$ cat src/rtl/aes_pkg.sv
// Shared AES-128 types, constants and round-transform helpers for the cipher datapath.
// State bytes are column-major; byte 0 occupies bits [127:120].
package aes_pkg;

  localparam int NR        = 10;
  localparam int KEY_IDX_W = 4;
  localparam logic [KEY_IDX_W-1:0] NR_IDX = KEY_IDX_W'(NR);

  typedef logic [0:15][7:0] aes_state_t;

  typedef enum logic [1:0] {
    IDLE,
    ROUND,
    DONE
  } aes_fsm_e;

  localparam logic [7:0] SBOX [256] = '{
    8'h63, 8'h7c, 8'h77, 8'h7b, 8'hf2, 8'h6b, 8'h6f, 8'hc5, 8'h30, 8'h01, 8'h67, 8'h2b, 8'hfe, 8'hd7, 8'hab, 8'h76,
    8'hca, 8'h82, 8'hc9, 8'h7d, 8'hfa, 8'h59, 8'h47, 8'hf0, 8'had, 8'hd4, 8'ha2, 8'haf, 8'h9c, 8'ha4, 8'h72, 8'hc0,
    8'hb7, 8'hfd, 8'h93, 8'h26, 8'h36, 8'h3f, 8'hf7, 8'hcc, 8'h34, 8'ha5, 8'he5, 8'hf1, 8'h71, 8'hd8, 8'h31, 8'h15,
    8'h04, 8'hc7, 8'h23, 8'hc3, 8'h18, 8'h96, 8'h05, 8'h9a, 8'h07, 8'h12, 8'h80, 8'he2, 8'heb, 8'h27, 8'hb2, 8'h75,
    8'h09, 8'h83, 8'h2c, 8'h1a, 8'h1b, 8'h6e, 8'h5a, 8'ha0, 8'h52, 8'h3b, 8'hd6, 8'hb3, 8'h29, 8'he3, 8'h2f, 8'h84,
    8'h53, 8'hd1, 8'h00, 8'hed, 8'h20, 8'hfc, 8'hb1, 8'h5b, 8'h6a, 8'hcb, 8'hbe, 8'h39, 8'h4a, 8'h4c, 8'h58, 8'hcf,
    8'hd0, 8'hef, 8'haa, 8'hfb, 8'h43, 8'h4d, 8'h33, 8'h85, 8'h45, 8'hf9, 8'h02, 8'h7f, 8'h50, 8'h3c, 8'h9f, 8'ha8,
    8'h51, 8'ha3, 8'h40, 8'h8f, 8'h92, 8'h9d, 8'h38, 8'hf5, 8'hbc, 8'hb6, 8'hda, 8'h21, 8'h10, 8'hff, 8'hf3, 8'hd2,
    8'hcd, 8'h0c, 8'h13, 8'hec, 8'h5f, 8'h97, 8'h44, 8'h17, 8'hc4, 8'ha7, 8'h7e, 8'h3d, 8'h64, 8'h5d, 8'h19, 8'h73,
    8'h60, 8'h81, 8'h4f, 8'hdc, 8'h22, 8'h2a, 8'h90, 8'h88, 8'h46, 8'hee, 8'hb8, 8'h14, 8'hde, 8'h5e, 8'h0b, 8'hdb,
    8'he0, 8'h32, 8'h3a, 8'h0a, 8'h49, 8'h06, 8'h24, 8'h5c, 8'hc2, 8'hd3, 8'hac, 8'h62, 8'h91, 8'h95, 8'he4, 8'h79,
    8'he7, 8'hc8, 8'h37, 8'h6d, 8'h8d, 8'hd5, 8'h4e, 8'ha9, 8'h6c, 8'h56, 8'hf4, 8'hea, 8'h65, 8'h7a, 8'hae, 8'h08,
    8'hba, 8'h78, 8'h25, 8'h2e, 8'h1c, 8'ha6, 8'hb4, 8'hc6, 8'he8, 8'hdd, 8'h74, 8'h1f, 8'h4b, 8'hbd, 8'h8b, 8'h8a,
    8'h70, 8'h3e, 8'hb5, 8'h66, 8'h48, 8'h03, 8'hf6, 8'h0e, 8'h61, 8'h35, 8'h57, 8'hb9, 8'h86, 8'hc1, 8'h1d, 8'h9e,
    8'he1, 8'hf8, 8'h98, 8'h11, 8'h69, 8'hd9, 8'h8e, 8'h94, 8'h9b, 8'h1e, 8'h87, 8'he9, 8'hce, 8'h55, 8'h28, 8'hdf,
    8'h8c, 8'ha1, 8'h89, 8'h0d, 8'hbf, 8'he6, 8'h42, 8'h68, 8'h41, 8'h99, 8'h2d, 8'h0f, 8'hb0, 8'h54, 8'hbb, 8'h16
  };

  function automatic logic [7:0] xtime(input logic [7:0] b);
    return {b[6:0], 1'b0} ^ (b[7] ? 8'h1b : 8'h00);
  endfunction

  function automatic logic [7:0] gmul(input logic [7:0] a, input logic [7:0] b);
    logic [7:0] p;
    logic [7:0] aa;
    p  = 8'h00;
    aa = a;
    for (int i = 0; i < 8; i++) begin
      if (b[i]) p = p ^ aa;
      aa = xtime(aa);
    end
    return p;
  endfunction

  // Output byte (r, c) takes input byte (r, (c + r) mod 4).
  function automatic aes_state_t shift_rows(input aes_state_t s);
    aes_state_t r;
    for (int c = 0; c < 4; c++) begin
      for (int row = 0; row < 4; row++) begin
        r[4*c+row] = s[4*((c+row)%4)+row];
      end
    end
    return r;
  endfunction

  function automatic aes_state_t mix_columns(input aes_state_t s);
    aes_state_t r;
    logic [7:0] a0, a1, a2, a3;
    for (int c = 0; c < 4; c++) begin
      a0 = s[4*c];
      a1 = s[4*c+1];
      a2 = s[4*c+2];
      a3 = s[4*c+3];
      r[4*c]   = gmul(a0, 8'h02) ^ gmul(a1, 8'h03) ^ a2 ^ a3;
      r[4*c+1] = a0 ^ gmul(a1, 8'h02) ^ gmul(a2, 8'h03) ^ a3;
      r[4*c+2] = a0 ^ a1 ^ gmul(a2, 8'h02) ^ gmul(a3, 8'h03);
      r[4*c+3] = gmul(a0, 8'h03) ^ a1 ^ a2 ^ gmul(a3, 8'h02);
    end
    return r;
  endfunction

  function automatic aes_state_t add_round_key(input aes_state_t s, input aes_state_t k);
    return s ^ k;
  endfunction

endpackage

$ cat src/rtl/aes_sbox.sv
// Single forward AES S-box lookup; shared by the cipher rounds and the key expansion.
module aes_sbox
  import aes_pkg::*;
(
  input  logic [7:0] in_byte,
  output logic [7:0] out_byte
);

  assign out_byte = SBOX[in_byte];

endmodule

$ cat src/rtl/aes_enc_iter.sv
// Iterative AES-128 encryption core: one full round per clock, round keys fetched by index.
// Define AES_ENC_ROUND_TAP_EN to expose the per-round debug tap (dbg_state/dbg_round/dbg_strobe).
module aes_enc_iter
  import aes_pkg::*;
(
  input  logic                 clk,
  input  logic                 rst_n,
  input  logic                 in_valid,
  output logic                 in_ready,
  input  logic [127:0]         data_in,
  output logic [KEY_IDX_W-1:0] key_idx,
  input  logic [127:0]         round_key,
  output logic                 out_valid,
  input  logic                 out_ready,
  output logic [127:0]         data_out
`ifdef AES_ENC_ROUND_TAP_EN
  ,
  output logic [127:0]         dbg_state,
  output logic [KEY_IDX_W-1:0] dbg_round,
  output logic                 dbg_strobe
`endif
);

  aes_fsm_e             state_q, state_d;
  logic [KEY_IDX_W-1:0] round_q, round_d;
  aes_state_t           data_q, data_d;
  aes_state_t           sub_bytes, shifted, mixed, round_out;
  logic                 accept;

  for (genvar i = 0; i < 16; i++) begin : g_sbox
    aes_sbox u_sbox (
      .in_byte  (data_q[i]),
      .out_byte (sub_bytes[i])
    );
  end

  // The final round bypasses MixColumns.
  always_comb begin
    shifted   = shift_rows(sub_bytes);
    mixed     = (round_q == NR_IDX) ? shifted : mix_columns(shifted);
    round_out = add_round_key(mixed, round_key);
  end

  assign accept = in_valid && in_ready;

  always_comb begin
    state_d = state_q;
    round_d = round_q;
    data_d  = data_q;
    unique case (state_q)
      IDLE: begin
        if (accept) begin
          data_d  = add_round_key(data_in, round_key);
          round_d = KEY_IDX_W'(1);
          state_d = ROUND;
        end
      end
      ROUND: begin
        data_d  = round_out;
        round_d = round_q + KEY_IDX_W'(1);
        if (round_q == NR_IDX) state_d = DONE;
      end
      DONE: begin
        if (out_ready) begin
          round_d = '0;
          state_d = IDLE;
        end
      end
      default: state_d = IDLE;
    endcase
  end

  always_ff @(posedge clk or negedge rst_n) begin
    if (!rst_n) begin
      state_q <= IDLE;
      round_q <= '0;
      data_q  <= '0;
    end else begin
      state_q <= state_d;
      round_q <= round_d;
      data_q  <= data_d;
    end
  end

  // in_ready is held low for as long as reset is asserted.
  assign in_ready  = rst_n && (state_q == IDLE);
  assign out_valid = (state_q == DONE);
  assign data_out  = (state_q == DONE) ? data_q : '0;
  assign key_idx   = (state_q == ROUND) ? round_q : '0;

`ifdef AES_ENC_ROUND_TAP_EN
  logic strobe_q, strobe_d;

  always_comb begin
    strobe_d = (state_q == ROUND) || ((state_q == IDLE) && accept);
  end

  always_ff @(posedge clk or negedge rst_n) begin
    if (!rst_n) begin
      strobe_q <= 1'b0;
    end else begin
      strobe_q <= strobe_d;
    end
  end

  assign dbg_state  = data_q;
  assign dbg_round  = round_q;
  assign dbg_strobe = strobe_q;
`endif

endmodule

$ cat config.mk
export PLATFORM = sky130hd
export DESIGN_NAME = aes_enc_iter
export DESIGN_NICKNAME = d
export VERILOG_FILES = /design/src/rtl/aes_pkg.sv /design/src/rtl/aes_sbox.sv /design/src/rtl/aes_enc_iter.sv
export SDC_FILE = /design/constraint.sdc
export NUM_CORES = 2
export LEC_CHECK = 0
export ABC_AREA = 1
export CORE_UTILIZATION = 58
export CTS_BUF_LIST = sky130_fd_sc_hd__clkbuf_4
export CTS_CLUSTER_SIZE = 25
export DETAILED_ROUTE_END_ITERATION = 6
export PLACE_DENSITY = 0.9
export SYNTH_ARGS = -nofsm -noshare
export SYNTH_HDL_FRONTEND = slang
export SYNTH_SLANG_ARGS = --single-unit
$ cat constraint.sdc
create_clock -name clk -period 2.8 [get_ports clk]
set_input_delay 0.84 -clock clk [delete_from_list [all_inputs] [get_ports clk]]
set_output_delay 0.84 -clock clk [all_outputs]
set_load 0.005 [all_outputs]
==> results of run 1 <==
-- logic make-up after synthesis --
kind of cell	count (synthesis)
buffers and inverters	1896
DFF	134
AOI/OAI and AO/OA	1786
adders and majority gates	241
xor gates and xnor gates	35
and+or+nand+nor	9922
-- cells in the mapped netlist, types with 3 or more instances --
library cell	instances	area, sq um
a21oi_2	5	43.79
inv_2	100	375.4
dfrtp_1	134	3353
nand2_1	5704	21410
inv_4	3	18.77
xnor2_1	15	131.4
o21ai_2	9	78.83
nand2_2	130	813.3
nand3_1	3107	15550
nand3b_1	26	195.2
a21oi_1	311	1556
o21ai_0	750	3754
o31ai_1	9	67.56
clkbuf_1	280	1051
o211ai_1	447	3356
nand3_2	3	30.03
inv_1	913	3427
buf_1	118	442.9
ha_1	241	3015
a22oi_1	6	45.04
o22ai_1	39	244.0
a31oi_1	44	275.3
o21ai_1	144	720.7
nor2_1	661	2481
or2_1	3	18.77
nor2_2	62	387.9
or2_2	137	857.1
o2111ai_1	5	43.79
nor3_1	35	175.2
buf_4	93	698.2
clkinv_1	22	82.58
xor2_1	20	175.2
buf_6	48	540.5
nand2_4	5	56.30
nand4_1	37	231.5
buf_2	315	1577
nor2_4	7	78.83
-- repair_timing --
| item | CTS |
|---|---|
| setup buffers | 116 |
| cloned | 4 |
| pin swaps | 216 |
| endpoints found under the setup margin | 262 |
| gates resized for setup | 1232 |
-- per-stage QoR --
step           cell area [sq um]  instances  util [%]  setup TNS, ps  setup slack (ps)
2_1_floorplan              67730      14010         -              0            0.8296
3_3_place_gp               89910      17550     78.21         -33240            -448.5
3_5_place_dp               89910      17550     78.21         -59540            -673.6
4_1_cts                    94450      17700     82.16        -136660            -835.3
-- per-layer routing --
layer | track usage, % | GRT overflow
met1 | 94.60 | 1081
met2 | 124.4 | 6941
met4 | 107.6 | 1854
met5 | 88.58 | 172
met3 | 94.76 | 1180
==> impl_metrics.toml, run 1 <==
[synth]
synth-compound-area-share_pct = 15.30
ys_warn_count = 0
ys_seq_elements = 134
synth_cells = 14010
synth_cell_types = 55
synth_top_family_by_area = "simple AND/OR/NAND/NOR gates"
synth_edf_count = 0
seq_area_frac_synth_pct = 4.960
synth_xor_area_share_pct = 0.4535
synth_nets = 14520
syn_area_sq_um = 67600
synth.area.mux_share_pct = 0
synthAdderAreaFrac_pct = 4.461
synthSimpleGateAreaFrac_pct = 62.62
avgSynthCellArea_sq_um = 4.824
synth-main-ff-cell = "dfrtp_1"
async_reset_ff_share_pct = 100.0

[clocking]
cts_buffers = 17
hold_buffers = 0
max-clock-path-buffers = 2
htreeDepth = 4
cts-root-buf = "clkbuf_4"
clock_sinks = 134

[floorplan]
row_count = 124
die_h_um = 343.4
num_io_pins = 394
die_w_um = 343.4
initial_core_util_pct = 58.80

[global_routing]
grtUsageTotal_pct = 104.5
grt_pass1_vias = 156000
grt-ovfl-total = 11230
grt_pass1_wl_um = 958700
grt_max_degree = 101

[run_status]
outcome = "aborted with a tool error"
lastStage = "global routing"
stop_error = "[ERROR GRT-0116] Global routing finished with congestion. Check the congestion regions in the DRC Viewer."

[placed_design]
port_buffers = 393
hpwl_um = 314100
gp_congestion = 1.436
==> inputs of run 2 (changes only) <==
CORE_UTILIZATION = 40   (was 58)
CTS_BUF_LIST = not set   (was sky130_fd_sc_hd__clkbuf_4)
CTS_CLUSTER_SIZE = not set   (was 25)
PLACE_DENSITY = not set   (was 0.9)
PLACE_DENSITY_LB_ADDON = 0.15   (was not set)
clock period = 3.6 ns   (was 2.8 ns; I/O delays follow)
==> run 2 against run 1 <==
Synthesized cell count did not move. Synthesized area is the same. The flow now finishes, with violations (design-rule violations).
==> impl_metrics.toml, run 2 <==
[cells_and_area]
largest_reg_flops = 128
largestRegisters = "data_q x128, round_q x4, state_q x2"
largest-register = "data_q"
syn_to_final_growth_pct = 22.59
final_common_cell = "nand2_1"
nets = 15340
fin_util_pct = 49.50
fin_cells = 17070
final_cell_mix = "nand2_1, nand3_1, buf_4, inv_1, o21ai_0"
drive_gt1_share_pct = 14.03

[synth]
synth_nets = 14520
synthDominantCellAreaShare_pct = 31.67
synth.area.top_cells = "nand2_1, nand3_1, o21ai_0"
ys_seq_elements = 134
synth_edf_count = 0
ys_warn_count = 0
synth-main-ff-cell = "dfrtp_1"
synth_cell_types = 55
syn_area_sq_um = 67600
avgSynthCellArea_sq_um = 4.824
synth_cells = 14010
async_reset_ff_share_pct = 100.0
synthTopCellsByCount = "nand2_1, nand3_1, inv_1"
yosys.area.top_type = "nand2_1"
synth_most_common_cell = "nand2_1"
seq_area_frac_synth_pct = 4.960

[timing]
hold_viol_final = 0
rsz0062_at_grt = "true"
fin_skew_ps = 38.04
fmax_mhz = 281.9
tightest_slew_ps = 815.7
drv_slew = 0
maxSlewHeadroom_pct = 45.56
setup-violations-final = 0
fin_crit_sh_pct = 98.53
post-route-min-period_ps = 3547

[global_routing]
grtUsageTotal_pct = 46.10
antenna_found_initial = 13
grt-ovfl-total = 0
grt_pass1_vias = 93530
grt_pass1_wl_um = 605300
grt_max_degree = 97

[run_status]
failed_checks = "design-rule violations"
outcome = "complete, but fails checks"

[clocking]
clock_latency_ps = 620
max-clock-path-buffers = 2
cts-root-buf = "clkbuf_16"
cts_tree = "yes"
clock_sinks = 134
cts_buffers = 17
clkTransAtPathRegs_ps = 110
hold_buffers = 0
htreeDepth = 4

[min_path]
min_path_type = "input port to async pin"

[detailed_routing]
wl_per_cell_um = 24.20
routed_wl_um = 413000
vias = 105500
viasPerCell = 6.180
drt_first_pass_iters = 7
initialDrtViolationCount = 19610
drtAntennaViolNets = 0
drcViolationCount = 60

[worst_setup_path]
crit_required_ps = 2520
crit_path_max_fanout = 21
cp.arrival_ps = 2470
crit_type = "register to output port"
startpoint_type = "register"
critPathLaunch = "state_q[0]"
cp-end-kind = "output port"
r2r_start = "data_q[88]"

[placed_design]
gp_congestion = 1.118
hpwl_um = 317700
dp_cells = 17010
port_buffers = 393

[floorplan]
initial_core_util_pct = 40.38
die_w_um = 413.1
die_h_um = 413.1
dieArea_sq_um = 170600
num_io_pins = 394
row_count = 150
core_region_area_sq_um = 167400

[job]
maxCapViolCount = 0
## run 2: cell counts after synthesis
No cell type changed its count.
## run 2: kinds of logic (layout without fill, tap and decap cells)
kind of cell	Yosys count	count (layout)	synth area share, %
flip-flops	134	134	4.960
adder cells (fa/ha/maj)	241	241	4.461
XOR/XNOR	35	35	0.4535
AND/OR/NAND/NOR	9922	9922	62.62
other	0	6	0
buffers and inverters	1896	2738	12.21
AO/OA/AOI/OAI	1786	1786	15.30
## run 2: worst paths after layout
path	end	slack, ps	cells past startpoint
worst max-delay path	data_out[51]	50	8
worst min-delay path	data_q[13]	450	2
worst max register to register	data_q[72]	70	22
worst min register to register	state_q[0]	530	2
max in group asynchronous	data_q[120]	1990	3
min in group clk	state_q[0]	530	2
## run 2: timing repair
item,CTS,global route
resized for setup,18,341
pin swaps,0,14
setup endpoints to repair,80,140
cloned,2,0
setup buffers,5,12
## run 2: final cells by class
| type | instances | area (sq um) |
|---|---|---|
| flip-flops and latches | 134 | 3405 |
| repair buffers | 1668 | 15180 |
| inverters | 1038 | 3929 |
| diodes | 6 | 15.01 |
| fillers | 18650 | 84540 |
| clock inverters | 15 | 181.4 |
| multi-input cells | 11980 | 56970 |
| well taps | 2204 | 2758 |
| clock buffers | 17 | 425.4 |
## run 2: worst max-delay path, stage by stage, from the launching register on
cell and delay, ps:
dfrtp_2 420, inv_2 90, ha_4 210, buf_12 120
buf_12 140, buf_16 200, nand2_1 80, inv_1 70
clkdlybuf4s50_1 530
## run 2: per-stage QoR
stage	worst slack (ps)	setup TNS (ps)	hold slack [ps]	area [sq um]
2_1_floorplan	657.1	0	506.2	67600
3_3_place_gp	-222.8	-603.0	533.0	81020
3_5_place_dp	-163.1	-303.1	552.3	81020
4_1_cts	1.016	0	420.1	81790
5_1_grt	-55.10	-216.9	447.0	82860
6_report	52.89	0	454.7	82870
## run 2: layer usage
metal | vias up | share of wire, % | global-route usage [%]
met1 | 47280 | 38 | 60.51
met2 | 8458 | 41 | 67.41
met3 | 1869 | 14 | 13.20
met4 | 12 | 7.0 | 24.70
met5 | - | 0.023 | 0
li1 | 47850 | - | -
Power of run 2 is not shown: default switching activity piles up to over one toggle a cycle in this logic, so the estimate is an artifact.
